File: src/rtl/signed_divider_pkg.sv
// Shared definitions for the signed divider.
// Holds the control FSM state encoding and the fixed operand widths.
package signed_divider_pkg;

  localparam int DIVIDEND_W = 16;
  localparam int DIVISOR_W  = 8;
  localparam int ITER_COUNT = 8;
  localparam int CNT_W      = 3;

  typedef enum logic [2:0] {
    IDLE  = 3'd0,
    LOAD  = 3'd1,
    CHECK = 3'd2,
    ITER  = 3'd3,
    FIX   = 3'd4,
    DONE  = 3'd5
  } state_t;

endpackage

File: src/rtl/addsub.sv
// Combinational W-bit adder/subtractor cell.
// Ports:
//   a, b   : operands
//   sub    : 1 -> a - b, 0 -> a + b
//   result : low W bits of the result
//   carry  : carry out; when subtracting, 1 means no borrow (a >= b unsigned)
module addsub #(
  parameter int W = 8
) (
  input  logic [W-1:0] a,
  input  logic [W-1:0] b,
  input  logic         sub,
  output logic [W-1:0] result,
  output logic         carry
);

  logic [W:0] full;

  always_comb begin
    full = {1'b0, a} + {1'b0, (sub ? ~b : b)} + {{W{1'b0}}, sub};
  end

  assign result = full[W-1:0];
  assign carry  = full[W];

endmodule

File: src/rtl/counter_down.sv
// Loadable W-bit down counter with synchronous active-high reset.
// Ports:
//   clk, reset : clock and synchronous reset
//   load       : load load_value (has priority over en)
//   en         : decrement by one
//   count      : current value
//   zero       : count == 0
module counter_down #(
  parameter int W = 3
) (
  input  logic         clk,
  input  logic         reset,
  input  logic         load,
  input  logic [W-1:0] load_value,
  input  logic         en,
  output logic [W-1:0] count,
  output logic         zero
);

  always_ff @(posedge clk) begin
    if (reset) begin
      count <= '0;
    end else if (load) begin
      count <= load_value;
    end else if (en) begin
      count <= count - 1'b1;
    end
  end

  assign zero = (count == '0);

endmodule

File: src/rtl/div_datapath.sv
// Datapath of the signed divider: operand/magnitude registers, 9-bit
// restoring-division step, iteration counter, sign fix and result registers.
// Ports:
//   clk, reset             : clock and synchronous reset
//   capture                : latch raw operands (accepted start), clear results
//   load                   : record signs, replace operands by magnitudes
//   check                  : error screening; seeds the partial remainder
//   iter                   : one restoring-division step
//   fix                    : apply signs and signed-range check
//   dividend, divisor      : raw two's-complement operands
//   error                  : divide-by-zero or early overflow (valid in CHECK)
//   last                   : final iteration step in progress
//   quotient, remainder    : signed results
//   div_by_zero, overflow  : error flags
module div_datapath
  import signed_divider_pkg::*;
(
  input  logic                  clk,
  input  logic                  reset,
  input  logic                  capture,
  input  logic                  load,
  input  logic                  check,
  input  logic                  iter,
  input  logic                  fix,
  input  logic [DIVIDEND_W-1:0] dividend,
  input  logic [DIVISOR_W-1:0]  divisor,
  output logic                  error,
  output logic                  last,
  output logic [DIVISOR_W-1:0]  quotient,
  output logic [DIVISOR_W-1:0]  remainder,
  output logic                  div_by_zero,
  output logic                  overflow
);

  logic [DIVIDEND_W-1:0] dvd_reg;
  logic [DIVISOR_W-1:0]  dvs_reg;
  logic                  dvd_neg_reg;
  logic                  dvs_neg_reg;
  logic [DIVISOR_W-1:0]  part_reg;
  logic [DIVISOR_W-1:0]  quo_reg;
  logic [CNT_W-1:0]      count;

  logic [DIVIDEND_W-1:0] dvd_negated;
  logic [DIVISOR_W-1:0]  dvs_negated;
  logic [DIVISOR_W-1:0]  quo_negated;
  logic [DIVISOR_W-1:0]  rem_negated;
  logic [DIVISOR_W:0]    part_shift;
  logic [DIVISOR_W:0]    trial_diff;
  logic                  trial_ok;
  logic                  dbz_chk;
  logic                  ovf_chk;
  logic                  sign_diff;
  logic                  fix_ovf;
  logic [3:0]            unused_carry;

  // Magnitudes; |-32768| wraps to 0x8000, which is the correct unsigned value.
  addsub #(.W(DIVIDEND_W)) u_neg_dvd (
    .a(16'd0), .b(dvd_reg), .sub(1'b1), .result(dvd_negated), .carry(unused_carry[0])
  );
  addsub #(.W(DIVISOR_W)) u_neg_dvs (
    .a(8'd0), .b(dvs_reg), .sub(1'b1), .result(dvs_negated), .carry(unused_carry[1])
  );

  // Restoring step: shift {R,Q} left, trial-subtract |divisor| on 9 bits.
  // The carry out is the "no borrow" indication, i.e. difference non-negative.
  assign part_shift = {part_reg, quo_reg[DIVISOR_W-1]};
  addsub #(.W(DIVISOR_W + 1)) u_trial (
    .a(part_shift), .b({1'b0, dvs_reg}), .sub(1'b1), .result(trial_diff), .carry(trial_ok)
  );

  addsub #(.W(DIVISOR_W)) u_neg_quo (
    .a(8'd0), .b(quo_reg), .sub(1'b1), .result(quo_negated), .carry(unused_carry[2])
  );
  addsub #(.W(DIVISOR_W)) u_neg_rem (
    .a(8'd0), .b(part_reg), .sub(1'b1), .result(rem_negated), .carry(unused_carry[3])
  );

  counter_down #(.W(CNT_W)) u_count (
    .clk(clk), .reset(reset), .load(check), .load_value(CNT_W'(ITER_COUNT - 1)),
    .en(iter), .count(count), .zero(last)
  );

  // In CHECK the operand registers already hold magnitudes. An upper dividend
  // byte >= divisor means the magnitude quotient needs more than 8 bits.
  assign dbz_chk = (dvs_reg == '0);
  assign ovf_chk = (dvd_reg[DIVIDEND_W-1:DIVISOR_W] >= dvs_reg);
  assign error   = dbz_chk | ovf_chk;

  // -128 is representable only when the result is negative.
  assign sign_diff = dvd_neg_reg ^ dvs_neg_reg;
  assign fix_ovf   = sign_diff ? (quo_reg > 8'd128) : (quo_reg > 8'd127);

  always_ff @(posedge clk) begin
    if (reset) begin
      dvd_reg     <= '0;
      dvs_reg     <= '0;
      dvd_neg_reg <= 1'b0;
      dvs_neg_reg <= 1'b0;
      part_reg    <= '0;
      quo_reg     <= '0;
      quotient    <= '0;
      remainder   <= '0;
      div_by_zero <= 1'b0;
      overflow    <= 1'b0;
    end else begin
      if (capture) begin
        dvd_reg     <= dividend;
        dvs_reg     <= divisor;
        quotient    <= '0;
        remainder   <= '0;
        div_by_zero <= 1'b0;
        overflow    <= 1'b0;
      end
      if (load) begin
        dvd_neg_reg <= dvd_reg[DIVIDEND_W-1];
        dvs_neg_reg <= dvs_reg[DIVISOR_W-1];
        dvd_reg     <= dvd_reg[DIVIDEND_W-1] ? dvd_negated : dvd_reg;
        dvs_reg     <= dvs_reg[DIVISOR_W-1] ? dvs_negated : dvs_reg;
      end
      if (check) begin
        part_reg <= dvd_reg[DIVIDEND_W-1:DIVISOR_W];
        quo_reg  <= dvd_reg[DIVISOR_W-1:0];
        if (error) begin
          div_by_zero <= dbz_chk;
          overflow    <= ~dbz_chk & ovf_chk;
          quotient    <= '0;
          remainder   <= '0;
        end
      end
      if (iter) begin
        // The kept partial remainder is always < |divisor|, so 8 bits suffice.
        part_reg <= trial_ok ? trial_diff[DIVISOR_W-1:0] : part_shift[DIVISOR_W-1:0];
        quo_reg  <= {quo_reg[DIVISOR_W-2:0], trial_ok};
      end
      if (fix) begin
        div_by_zero <= 1'b0;
        overflow    <= fix_ovf;
        quotient    <= fix_ovf ? '0 : (sign_diff ? quo_negated : quo_reg);
        remainder   <= fix_ovf ? '0 : (dvd_neg_reg ? rem_negated : part_reg);
      end
    end
  end

endmodule

File: src/rtl/signed_divider.sv
// 16-bit by 8-bit signed divider (truncating toward zero), multi-cycle.
// Ports:
//   clk, reset            : clock and synchronous active-high reset
//   start                 : request a division, sampled only in IDLE
//   dividend, divisor     : two's-complement operands, sampled with start
//   quotient, remainder   : signed results, valid from done to next start
//   busy                  : high in every state except IDLE
//   done                  : one-cycle completion pulse
//   div_by_zero, overflow : error flags, held until the next start
module signed_divider
  import signed_divider_pkg::*;
(
  input  logic                  clk,
  input  logic                  reset,
  input  logic                  start,
  input  logic [DIVIDEND_W-1:0] dividend,
  input  logic [DIVISOR_W-1:0]  divisor,
  output logic [DIVISOR_W-1:0]  quotient,
  output logic [DIVISOR_W-1:0]  remainder,
  output logic                  busy,
  output logic                  done,
  output logic                  div_by_zero,
  output logic                  overflow
);

  state_t state;
  logic   error;
  logic   last;

  always_ff @(posedge clk) begin
    if (reset) begin
      state <= IDLE;
      busy  <= 1'b0;
      done  <= 1'b0;
    end else begin
      done <= 1'b0;
      case (state)
        IDLE: begin
          if (start) begin
            state <= LOAD;
            busy  <= 1'b1;
          end
        end
        LOAD:  state <= CHECK;
        CHECK: begin
          if (error) begin
            state <= DONE;
            done  <= 1'b1;
          end else begin
            state <= ITER;
          end
        end
        ITER:  if (last) state <= FIX;
        FIX: begin
          state <= DONE;
          done  <= 1'b1;
        end
        DONE: begin
          state <= IDLE;
          busy  <= 1'b0;
        end
        default: begin
          state <= IDLE;
          busy  <= 1'b0;
        end
      endcase
    end
  end

  div_datapath u_datapath (
    .clk        (clk),
    .reset      (reset),
    .capture    (state == IDLE && start),
    .load       (state == LOAD),
    .check      (state == CHECK),
    .iter       (state == ITER),
    .fix        (state == FIX),
    .dividend   (dividend),
    .divisor    (divisor),
    .error      (error),
    .last       (last),
    .quotient   (quotient),
    .remainder  (remainder),
    .div_by_zero(div_by_zero),
    .overflow   (overflow)
  );

endmodule

File: config.mk
export PLATFORM = sky130hd
export DESIGN_NAME = signed_divider
export DESIGN_NICKNAME = d
export VERILOG_FILES = /design/src/rtl/signed_divider_pkg.sv /design/src/rtl/addsub.sv /design/src/rtl/counter_down.sv /design/src/rtl/div_datapath.sv /design/src/rtl/signed_divider.sv
export SDC_FILE = /design/constraint.sdc
export NUM_CORES = 1
export LEC_CHECK = 0
export CAP_MARGIN = 30
export CORE_ASPECT_RATIO = 0.6
export CORE_UTILIZATION = 35
export CTS_BUF_LIST = sky130_fd_sc_hd__clkbuf_8
export CTS_CLUSTER_DIAMETER = 120
export CTS_CLUSTER_SIZE = 30
export DETAILED_ROUTE_END_ITERATION = 16
export PLACE_DENSITY = 0.53
export SYNTH_ARGS = -nofsm -noshare
export SYNTH_HDL_FRONTEND = slang
export SYNTH_SLANG_ARGS = --single-unit
File: constraint.sdc
create_clock -name clk -period 2.6 [get_ports clk]
set_input_delay 0.65 -clock clk [delete_from_list [all_inputs] [get_ports clk]]
set_output_delay 0.65 -clock clk [all_outputs]
set_load 0.01 [all_outputs]
# Word level (Yosys, flattened, before mapping)
# Cells that the tools add are included.
[op_classes]
bitwise_logic = 10
addsub = 7
n_reduce_logical = 12
order_cmp = 3
mux = 41
n_eq_ne = 8
[op_table]
columns = ["cell", "count"]
rows = [
  ["$mux 8", 20],
  ["$mux 16", 3],
  ["$add 8x1->8 const B", 3],
  ["$not 8->8", 3],
  ["$add 16x1->16 const B", 1],
  ["$not 16->16", 1],
  ["$mux 3", 5],
  ["$pmux 3 s5", 1],
  ["$add 10x1->10 const B", 1],
  ["$add 9x9->10", 1],
  ["$mux 1", 10],
  ["$not 8->9", 1],
  ["$ge 8x8->1", 1],
  ["$gt 8x7->1 const B", 1],
  ["$gt 8x8->1 const B", 1],
  ["$logic_not 8->1", 1],
  ["$ne 2x2->1 const B", 4],
  ["$reduce_and 2->1", 4],
  ["$eq 3x2->1 const B", 2],
  ["$logic_not 3->1", 2],
  ["$pmux 1 s2", 2],
  ["$reduce_bool 2->1", 2],
  ["$reduce_or 4->1", 1],
  ["$eq 3x1->1 const B", 1],
  ["8 further kinds", 9],
]
[word_totals]
reg_bits = 68
input_bits = 27
elab_cells = 97

# Logic depth before layout (Yosys ltp)
[logic_depth]
ltp_word = 6
ltp_mapped = 9
mapped_depth_nobuf = 8

# Cells and area by module
# From an unflattened synthesis, not the netlist that was laid out.
[hier_totals]
hier_cells = 726
area_unflattened_um2 = 6099.6
[modules_own_cells]
columns = ["mod", "area_each_um2", "seq_area_each_um2", "n_inst", "cells_per_inst"]
rows = [
  ["div_datapath", 2994.1, 1201.2, 1, 342],
  ["addsub (u_datapath.u_neg_dvs ...)", 397.9, 0.0, 3, 48],
  ["addsub (u_datapath.u_neg_dvd)", 917.1, 0.0, 1, 122],
  ["addsub (u_datapath.u_trial)", 499.2, 0.0, 1, 64],
  ["signed_divider", 311.5, 100.1, 1, 33],
  ["counter_down", 183.9, 60.1, 1, 21],
]

# Worst setup path before layout
# OpenSTA, ideal clock, no wires.
[synth_timing]
path_kind = "register to register"
from = "reg u_datapath.dvd_reg[8]"
to = "reg u_datapath.remainder[3]"
setup_ns = 0.060
path_stages_with_launch = 9
arrival_ns = 2.384
slack_ns = 0.156
path_cell_list = "dfxtp_1 > inv_1 > ha_1 > nand2b_1 > a2111oi_0 > nor4_1 > nor4_2 > clkbuf_1 > a22o_1"
[synth_via]
elab_chain_cells = 5
[synth_rtl]
columns = ["item", "line_no", "text"]
rows = [
  ["start, declared", "div_datapath.sv:35", "logic [DIVIDEND_W-1:0] dvd_reg;"],
  ["start signal, assigned", "div_datapath.sv:107", "dvd_reg <= dividend;"],
  ["start signal, assigned", "div_datapath.sv:117", "dvd_reg <= dvd_reg[DIVIDEND_W-1] ? dvd_negated : dvd_reg;"],
  ["$ge 8x8->1", "div_datapath.sv:86", "assign ovf_chk = (dvd_reg[DIVIDEND_W-1:DIVISOR_W] >= dvs_reg);"],
  ["$or 1x1->1", "div_datapath.sv:87", "assign error = dbz_chk | ovf_chk;"],
  ["$mux 8", "div_datapath.sv:123", "if (error) begin"],
  ["$mux 8", "div_datapath.sv:120", "if (check) begin"],
  ["$mux 8", "div_datapath.sv:135", "if (fix) begin"],
  ["end signal, assigned", "div_datapath.sv:139", "remainder <= fix_ovf ? '0 : (dvd_neg_reg ? rem_negated : part_reg);"],
  ["end, declared", "div_datapath.sv:30", "output logic [DIVISOR_W-1:0] remainder,"],
]
# No other way between the ends.
# A chain may end at the register's enable or synchronous reset.

# Final worst setup path
[layout_timing]
from = "reg u_datapath.dvd_reg[8]"
to = "reg u_datapath.div_by_zero"
[layout_via]
elab_chain_cells = 4
[layout_rtl]
columns = ["item", "line_no", "text"]
rows = [
  ["$ge 8x8->1", "div_datapath.sv:86", ""],
  ["$or 1x1->1", "div_datapath.sv:87", ""],
  ["$mux 1", "div_datapath.sv:123", ""],
  ["$mux 1", "div_datapath.sv:120", ""],
  ["end signal, assigned", "div_datapath.sv:124", "div_by_zero <= dbz_chk;"],
  ["end, declared", "div_datapath.sv:31", "output logic div_by_zero,"],
]
# No other way between the ends.

==> key figures <==
Status
  • Status: finished, final reports clean

Yosys
  • Ys flop type: dfxtp_1
  • Syn_area_per_cell: between 7 and 8 um^2
  • Post-synth top area share: around 33%
  • Number of synthesized flops with an enable pin: 0
  • Cell count after synthesis: about 530
  • Post-synthesis sequential area ratio: roughly a third
  • Syn. warnings: 0
  • Register bit total from synthesis: a little under 70
  • Mapped Area: roughly 4200 um^2
  • Yosys top cell by area: dfxtp_1
  • Yosys cell types: 61
  • Count leader, synth: dfxtp_1
  • Syn Nets: 577
  • Dominant cells by area after synthesis: dfxtp_1, ha_1, nor2_1, nand2_1, a21oi_1
  • Post-synth top cells: dfxtp_1, nor2_1, nand2_1
  • Post-synth ARST share: 0%

STA
  • Final setup vio count: 0
  • Clock Skews: just under 0.01 ns
  • Hold Fails Final Rpt: 0
  • Normalized max-slew margin: between 50% and 60%
  • Slew Limit Fails: 0
  • Highest clock rate: about 400 MHz
  • Final period util: between 90% and 100%
  • Slew @ Worst Pin: between 0.6 and 0.7 ns
  • Post-layout minimum cycle time: between 2 and 2.5 ns
  • Final worst slack: 0.128 ns

Power
  • Combinational Power Share: a little under two fifths
  • Tot Pwr: 3.70 mW
  • Max VDD drop: between 0.2 and 0.3 mV
  • Reg power frac: 34.2%
  • Sw Pwr: between 1 and 1.5 mW
  • Int Power: 2.33 mW
  • Power density cells: between 700 and 800 nW/um^2
  • Clock network power share: 27.4%
  • Lkg Pwr: 1.99 nW
  • Switching share of power: around 37%

Floorplan
  • Std cell rows: 30
  • Core area: between 10000 and 15000 um^2
  • Initial Util: 36.3%
  • Area of the die: about 12000 um^2
  • DIE HEIGHT: 86.5 um
  • I/O Pins: 47
  • Die width: between 100 and 150 um

Worst setup path
  • Critical path type: reg -> reg
  • Crit end category: flip-flop
  • Worst R2R Start: u_datapath.dvd_reg[8]
  • CP max FO: 4
  • Arrival time at the worst endpoint: approximately 2.8 ns
  • Crit-path slowest cell: or4b_2
  • Max incr delay on CP: around 0.65 ns
  • Worst Path Required: approximately 2.9 ns
  • Crit path cell chain: inv_1 -> ha_1 -> nand2b_1 -> a2111oi_2 -> nor4_1 -> or4b_2 -> a21oi_1
  • Crit path launch: u_datapath.dvd_reg[8]
  • Startpoint Class: flip-flop

Global routing
  • Via count of the first global-routing pass: approximately 4200
  • GRT Total Usage: between 20 and 25%
  • GR Overflow Total: 0
  • First-pass GRT wire length: between 20000 and 25000 um
  • Initial antenna violation count: 0
  • Largest net degree at the start of global routing: 28

Clocking
  • Total clock sinks: 68
  • Postcts setup bufs: 0
  • CTS tree: yes
  • CTS clk-pin slew, worst paths: roughly 0.080 ns
  • Clock latency at the later pin of the worst-skew pair: 0.36 ns
  • Clock root cell: clkbuf_8
  • Max Root-Sink Buffers: 2
  • CTS Buf Count: 9
  • H-tree lvl count: 3

Place
  • Hpwl dp: about 9900 um
  • Pre-CTS setup slack: roughly 0.049 ns
  • Routability Congestion: 0.873
  • IO buf count: 46

Finish
  • Share of cells above drive strength 1: about an eighth
  • Antenna diodes: 0
  • Fillers: around 1100
  • Fin util: around 46%
  • Max reg flops: 16
  • Final #Nets: between 600 and 700
  • Area delta synth->final: 26.2%

Route
  • Top sig layer: met4
  • Via/cell ratio: between 5 and 6
  • Antenna Violating Nets Remaining: 0
  • Drt pass-1 iters: 4
  • DR WL/cell: approximately 18 um
  • Detail Route met2 WL: 5540 um
  • Met1 WL: between 6000 and 7000 um
  • Detailed-route DRC error count: 0
  • Routed wire length: 13200 um
  • Initial drt markers: around 280
  • Via count: between 4000 and 5000
  • DR WL met3: around 830 um

Worst hold path
  • Type of the worst min-delay path: reg -> reg
  • Min-delay src: u_datapath.quotient[1]

Flow run
  • Max-cap viol count: 0
## placed cells by master (no fill, tap or decap), drive strengths merged, types with 4 or more instances in the layout
master          n
a31oi           7
clkbuf         11
nand4           4
a311oi          9
dfxtp          68
a21oi          34
xnor2          10
clkdlybuf4s50  46
and3            4
o211ai          8
nor3           23
buf            38
a221oi          5
o2bb2ai         5
a211oi         15
a22o           11
o21ai          25
inv            25
nand2          56
o31ai           7
nand2b          6
and2            4
nand3           6
ha             22
a2111oi         6
nor3b           4
or4             5
nor2           60
or3            11
xor2            9
nor4            6
## power groups by stage
stage / logic [mW] / registers (mW) / clock network (mW)
CTS: 1.39 / 1.26 / 1.04
floorplan: 0.913 / 1.26 / 0
detailed placement: 1.38 / 1.29 / 0
global route: 1.58 / 1.28 / 1.09
global placement: 1.35 / 1.29 / 0
finish: 1.42 / 1.27 / 1.01
## critical path: cells and delay by family, from the launching register on
family                   cells  cell delay, ns
AND/OR/NAND/NOR              3            0.96
AO/OA/AOI/OAI                2            0.62
flip-flops                   1            0.43
adder cells (fa/ha/maj)      1            0.28
buffers and inverters        1            0.13
## path summary, 6_finish.rpt
path                                               end  slack, ns  cells after the start
worst min register to register  u_datapath.quotient[1]       0.47                      1
worst max register to register  u_datapath.div_by_zero       0.13                      7
worst min-delay path            u_datapath.quotient[1]       0.47                      1
worst max-delay path            u_datapath.div_by_zero       0.13                      7
## cell type report
class                   count  area (um^2)  area share, %
repair buffers             84          758           14.4
flip-flops and latches     68         1360           25.9
well taps                 160          200           3.81
inverters                  25         93.8           1.79
multi-input cells         404         2610           49.8
clock inverters             4         72.6           1.38
clock buffers              11          151           2.88
## what timing repair did
item,CTS,global route
setup endpoints to repair,0,24
hold buffers,0,0
endpoints found under the hold margin,0,0
gates resized for setup,0,3
## per-layer routing
layer / global-route usage (%) / vias to the layer above
met3: 5.30 / 12
met2: 34.5 / 130
met5: 0 / -
met4: 5.08 / 0
li1: - / 2080
met1: 33.9 / 2030
## stage by stage
step	hold slack [ns]	TNS [ns]	area [um^2]	std cells
6_report	0.466	0	5250	756
5_1_grt	0.479	-0.0140	5250	756
4_1_cts	0.472	0	5240	756
3_5_place_dp	0.447	0	5010	741
3_3_place_gp	0.455	0	5010	741
2_1_floorplan	0.471	0	4160	527
## cells by family after synthesis
| group | count (synthesis) | synth area share, % |
|---|---|---|
| multiplexers | 3 | 0.782 |
| AO/OA/AOI/OAI | 154 | 25.6 |
| buffers and inverters | 55 | 4.96 |
| AND/OR/NAND/NOR | 205 | 24.9 |
| flip-flops | 68 | 32.7 |
| XOR/XNOR | 19 | 4.00 |
| adder cells (fa/ha/maj) | 23 | 7.10 |
Note: power is estimated with default switching activity, not from simulation.
==> edit 1: new RTL, same flow settings <==
Change the package constant `CNT_W` from 3 to 6.
--- a/src/rtl/signed_divider_pkg.sv
+++ b/src/rtl/signed_divider_pkg.sv
@@ -5,7 +5,7 @@
   localparam int DIVIDEND_W = 16;
   localparam int DIVISOR_W  = 8;
   localparam int ITER_COUNT = 8;
-  localparam int CNT_W      = 3;
+  localparam int CNT_W      = 6;
 
   typedef enum logic [2:0] {
     IDLE  = 3'd0,
Formal check against the unedited RTL: same outputs for any inputs over 10 cycles, from zero or initial values and one cycle with reset high; that may be too few to reach the edited logic, so the function may still have changed.
==> edit 1 against the unedited design <==
Design area increased by 1.4%. Wire length is 5.2% lower. Sequential share of layout area increased by 0.78 points. Critical endpoint is now u_datapath.part_reg[6]. Total power rose by 14%. Worst setup slack lost 29 ps. Sequential cell count rose by 3. Highest routed layer unchanged. Critical path type unchanged. Largest power group unchanged. Count of clock-buffer cells in the layout shrank 1. Final cell count fell by 2.6%. Synthesized area up 2.4%. Utilization is 0.17 points higher.
==> edit 1: results <==
sta:
  finalHoldViolations: 0
  max_clock_freq_ghz: 0.400
  fin_skew_ps: 6.44
  whs_ps: 467
  slew_headroom_pct: 63.2
placed_design:
  pre_cts_ws_ps: -54.9
  portBuffers: 46
  gp_congestion: 0.826
  place_hpwl_mm: 9.45
  placed_area_um2: 5050
logic_synthesis:
  ys_types: 73
  synth_compound_area_share_pct: 24.8
  yosysSeqAreaShare_pct: 33.3
  synth.area.mux_share_pct: 3.58
  syn-num-nets: 558
  synthAdderAreaFrac_pct: 6.93
  synth.top_cells.by_area: "dfxtp_1 33%, ha_1 6.5%, nor2_1 4.8%"
critical_path:
  worst-path-max-fanout: 7
  r2r-end: "u_datapath.part_reg[6]"
  arrival_ps: 2790
  rrSetupSlack_ps: 100
  r2r-start: "u_datapath.part_reg[0]"
  r2r.worst_path.cells: 8
status:
  status: "complete, no violations"
power:
  power_leakage_nw: 1.95
  swShare_pct: 38.0
  peakVddDrop_mv: 0.361
global_routing:
  grt_start_max_net_pins: 29
  grtUsageTotal_pct: 20.9
  first_global_vias: 3630
  grt_pass1_wl_mm: 19.9
hold_path:
  worst_hold_path.endpoint: "u_datapath.quotient[6]"
  hold_start: "u_datapath.quotient[6]"
routing:
  dr.first_iter.drc_count: 225
  wl_mm: 12.5
layout:
  filler_cell_count: 1138
-- edit 1: power by group through the flow --
stage	logic [W]	clock network [W]	registers (W)
6_report	0.00184	0.000993	0.00139
5_1_grt	0.00202	0.00106	0.00140
4_1_cts	0.00174	0.00102	0.00138
3_5_place_dp	0.00173	0	0.00141
3_3_place_gp	0.00169	0	0.00140
2_1_floorplan	0.00123	0	0.00136
-- edit 1: through the flow --
stage / utilization (%) / setup TNS [ps] / std cells
after floorplan: - / 0 / 508
after global placement: 43.7 / 0 / 716
after detailed placement: 43.7 / -174 / 716
after CTS: 45.6 / 0 / 732
after global routing: 46.0 / -5.19 / 736
final: 46.0 / 0 / 736
-- edit 1: what timing repair did --
item / CTS / global route
buffers inserted: 0 / 4
hold buffers: 0 / 0
setup endpoints to repair: 2 / 20
pin swaps: 1 / 2
resized for setup: 0 / 1
-- edit 1: critical path, cell delays in order, from the launching register on --
cell and delay (ps):
dfxtp_1 390, ha_1 300, or2b_2 310, a21oi_2 270
a2111oi_4 120, buf_4 190, buf_4 150, or4_1 530
a31oi_1 170
-- edit 1: layout make-up --
class | count | area [um^2] | area share, %
multi-input combinational | 388 | 2660 | 49.9
sequential | 71 | 1420 | 26.7
timing repair buffer | 82 | 751 | 14.1
tap | 160 | 200 | 3.76
clock buffer | 10 | 138 | 2.59
clock inverter | 6 | 85.1 | 1.60
inverter | 19 | 71.3 | 1.34
-- edit 1: cells by family (layout without fill, tap and decap cells) --
kind of cell | count (synthesis) | after routing
AND/OR/NAND/NOR | 185 | 185
AO/OA/AOI/OAI | 142 | 142
flip-flops | 71 | 71
buffers and inverters | 49 | 117
adder cells (fa/ha/maj) | 23 | 23
XOR/XNOR | 23 | 23
multiplexers | 15 | 15
-- edit 1: how the worst max path moves through the flow --
| stage | from | endpoint | slack, ps |
|---|---|---|---|
| after floorplan | u_datapath.dvs_reg[4] | u_datapath.part_reg[0] | 420 |
| after global placement | start | u_datapath.remainder[0] | 3 |
| after detailed placement | start | u_datapath.remainder[0] | -50 |
| after CTS | u_datapath.dvs_reg[7] | u_datapath.quotient[7] | 20 |
| after global routing | u_datapath.quo_reg[7] | u_datapath.part_reg[6] | -5 |
| final | u_datapath.part_reg[0] | u_datapath.part_reg[6] | 100 |
-- edit 1: metal layers --
metal | up-vias | routed length [um] | track usage (%) | part of all wire, %
met1 | 1951 | 6760 | 32.5 | 54
li1 | 2009 | - | - | -
met5 | - | 0 | 0 | 0
met3 | 8 | 805 | 5.00 | 6.4
met2 | 117 | 4850 | 27.9 | 39
met4 | 0 | 123 | 5.07 | 0.98
==> edit 2: new RTL, same flow settings <==
Made on the original files. The 6 states of `state_t` get a Gray code encoding in 3 bits.
--- a/src/rtl/signed_divider_pkg.sv
+++ b/src/rtl/signed_divider_pkg.sv
@@ -8,12 +8,12 @@
   localparam int CNT_W      = 3;
 
   typedef enum logic [2:0] {
-    IDLE  = 3'd0,
-    LOAD  = 3'd1,
-    CHECK = 3'd2,
-    ITER  = 3'd3,
-    FIX   = 3'd4,
-    DONE  = 3'd5
+    IDLE  = 3'b000,
+    LOAD  = 3'b001,
+    CHECK = 3'b011,
+    ITER  = 3'b010,
+    FIX   = 3'b110,
+    DONE  = 3'b111
   } state_t;
 
 endpackage
Behaviour: no difference found for any inputs over 10 cycles, from zero or initial values and one cycle with reset high; not proved beyond that.
==> edit 2 against the unedited design <==
Critical path depth unchanged. Wire length decreased by 6.1%. Sequential cell count unchanged. Hold slack got worse by 1.7 ps. Final cell count decreased by 4.4%. Design area decreased by 5.4%. Worst setup slack improved by 240 ps. Utilization decreased by 1.9 points. Synthesized area decreased by 2.1%. Global-route usage decreased by 1.5 points.
Power is not compared: it rests on default switching activity, and its combinational part moved more than twofold at a synthesized area within 25%.
==> edit 2: results <==
layout:
  multi_input_cells: 386
  n_all_inverters: 24
  filler_cell_count: 1158
  multi_input_area_um2: 2470
  n_all_buffers: 69
  fin_nets: 608
  diodes: 0
  drive_above_1_share_pct: 9.41
  final-nonclk-buf-share_pct: 13.0
logic_synthesis:
  synthTopCellsByCount: "68 x dfxtp_1, 54 x nand2_1, 52 x nor2_1, 43 x a21oi_1, 24 x inv_1"
  synth.area.mux_share_pct: 1.72
  syn-num-nets: 559
  synthArstFlopShare_pct: 0
  yosys_warnings: 0
  ys_types: 64
  yosys.area_share.xor_xnor_pct: 4.73
  synth_area_leader_cell: "dfxtp_1"
  yosysSeqAreaShare_pct: 33.4
  synth_compound_area_share_pct: 25.3
  synthAdderAreaFrac_pct: 7.25
sta:
  period_share_pct: 86.0
  worst_pin_slew_ps: 799
critical_path:
  cp_slowest_cell: "dfxtp_1"
  arrival_ps: 2490
  r2r-start: "u_datapath.dvs_reg[1]"
  crit_family: "compound AO/OA/AOI/OAI gates"
  r2r.worst_path.cells: 7
  r2r-end: "u_datapath.part_reg[2]"
  worst-path-max-fanout: 10
  rrSetupSlack_ps: 370
placed_design:
  pre_cts_ws_ps: 107
  gp_congestion: 0.903
  place_hpwl_mm: 9.19
status:
  status: "complete, no violations"
global_routing:
  first_global_vias: 3709
  grtUsageTotal_pct: 21.7
  grt_start_max_net_pins: 46
  grt_pass1_wl_mm: 20.2
cts:
  insertion_delay_ps: 370
routing:
  dr.first_iter.drc_count: 272
  vias_per_cell: 5.56
  wl_mm: 12.4
power:
  pwr-share-comb_pct: 53.1
==> edit 2: changes by cell type in the layout (fill, tap and decap cells not counted), sizes merged, moves of 8 or more <==
| cell | unedited run | this run |
|---|---|---|
| a21oi | 34 | 43 |
| a22o | 11 | 0 |
| buf | 38 | 23 |
| nor2 | 60 | 52 |
| nor3 | 23 | 14 |
| o22ai | 2 | 18 |
==> edit 2: routing by layer <==
metal  vias up  global-route usage [%]  share of wire [%]
met5         -                       0                  0
met3        12                    5.58                6.2
met4         0                    3.26               0.72
li1       1956                       -                  -
met2       128                    31.3                 40
met1      1926                    32.7                 53
==> edit 2: how the worst min path moves through the flow <==
| stage | startpoint | end | slack [ps] | cells past startpoint |
|---|---|---|---|---|
| after floorplan | u_datapath.dvd_reg[1] | u_datapath.dvd_reg[1] | 460 | 2 |
| after global routing | u_datapath.quotient[0] | u_datapath.quotient[0] | 480 | 2 |
| after CTS | u_datapath.remainder[0] | u_datapath.remainder[0] | 470 | 2 |
| final | u_datapath.remainder[0] | u_datapath.remainder[0] | 460 | 2 |
| after global placement | u_datapath.remainder[0] | u_datapath.remainder[0] | 450 | 2 |
| after detailed placement | u_datapath.remainder[0] | u_datapath.remainder[0] | 460 | 2 |
==> edit 2: metrics by stage <==
| step | cells | utilization, % | instance area (um^2) | power [W] | hold WS [ps] |
|---|---|---|---|---|---|
| finish | 723 | 43.9 | 4960 | 0.00554 | 464 |
| global route | 723 | 43.9 | 4960 | 0.00599 | 477 |
| global placement | 706 | 42.1 | 4760 | 0.00454 | 453 |
| floorplan | 509 | - | 4070 | 0.00372 | 458 |
| CTS | 722 | 43.9 | 4960 | 0.00550 | 469 |
| detailed placement | 706 | 42.1 | 4760 | 0.00457 | 458 |
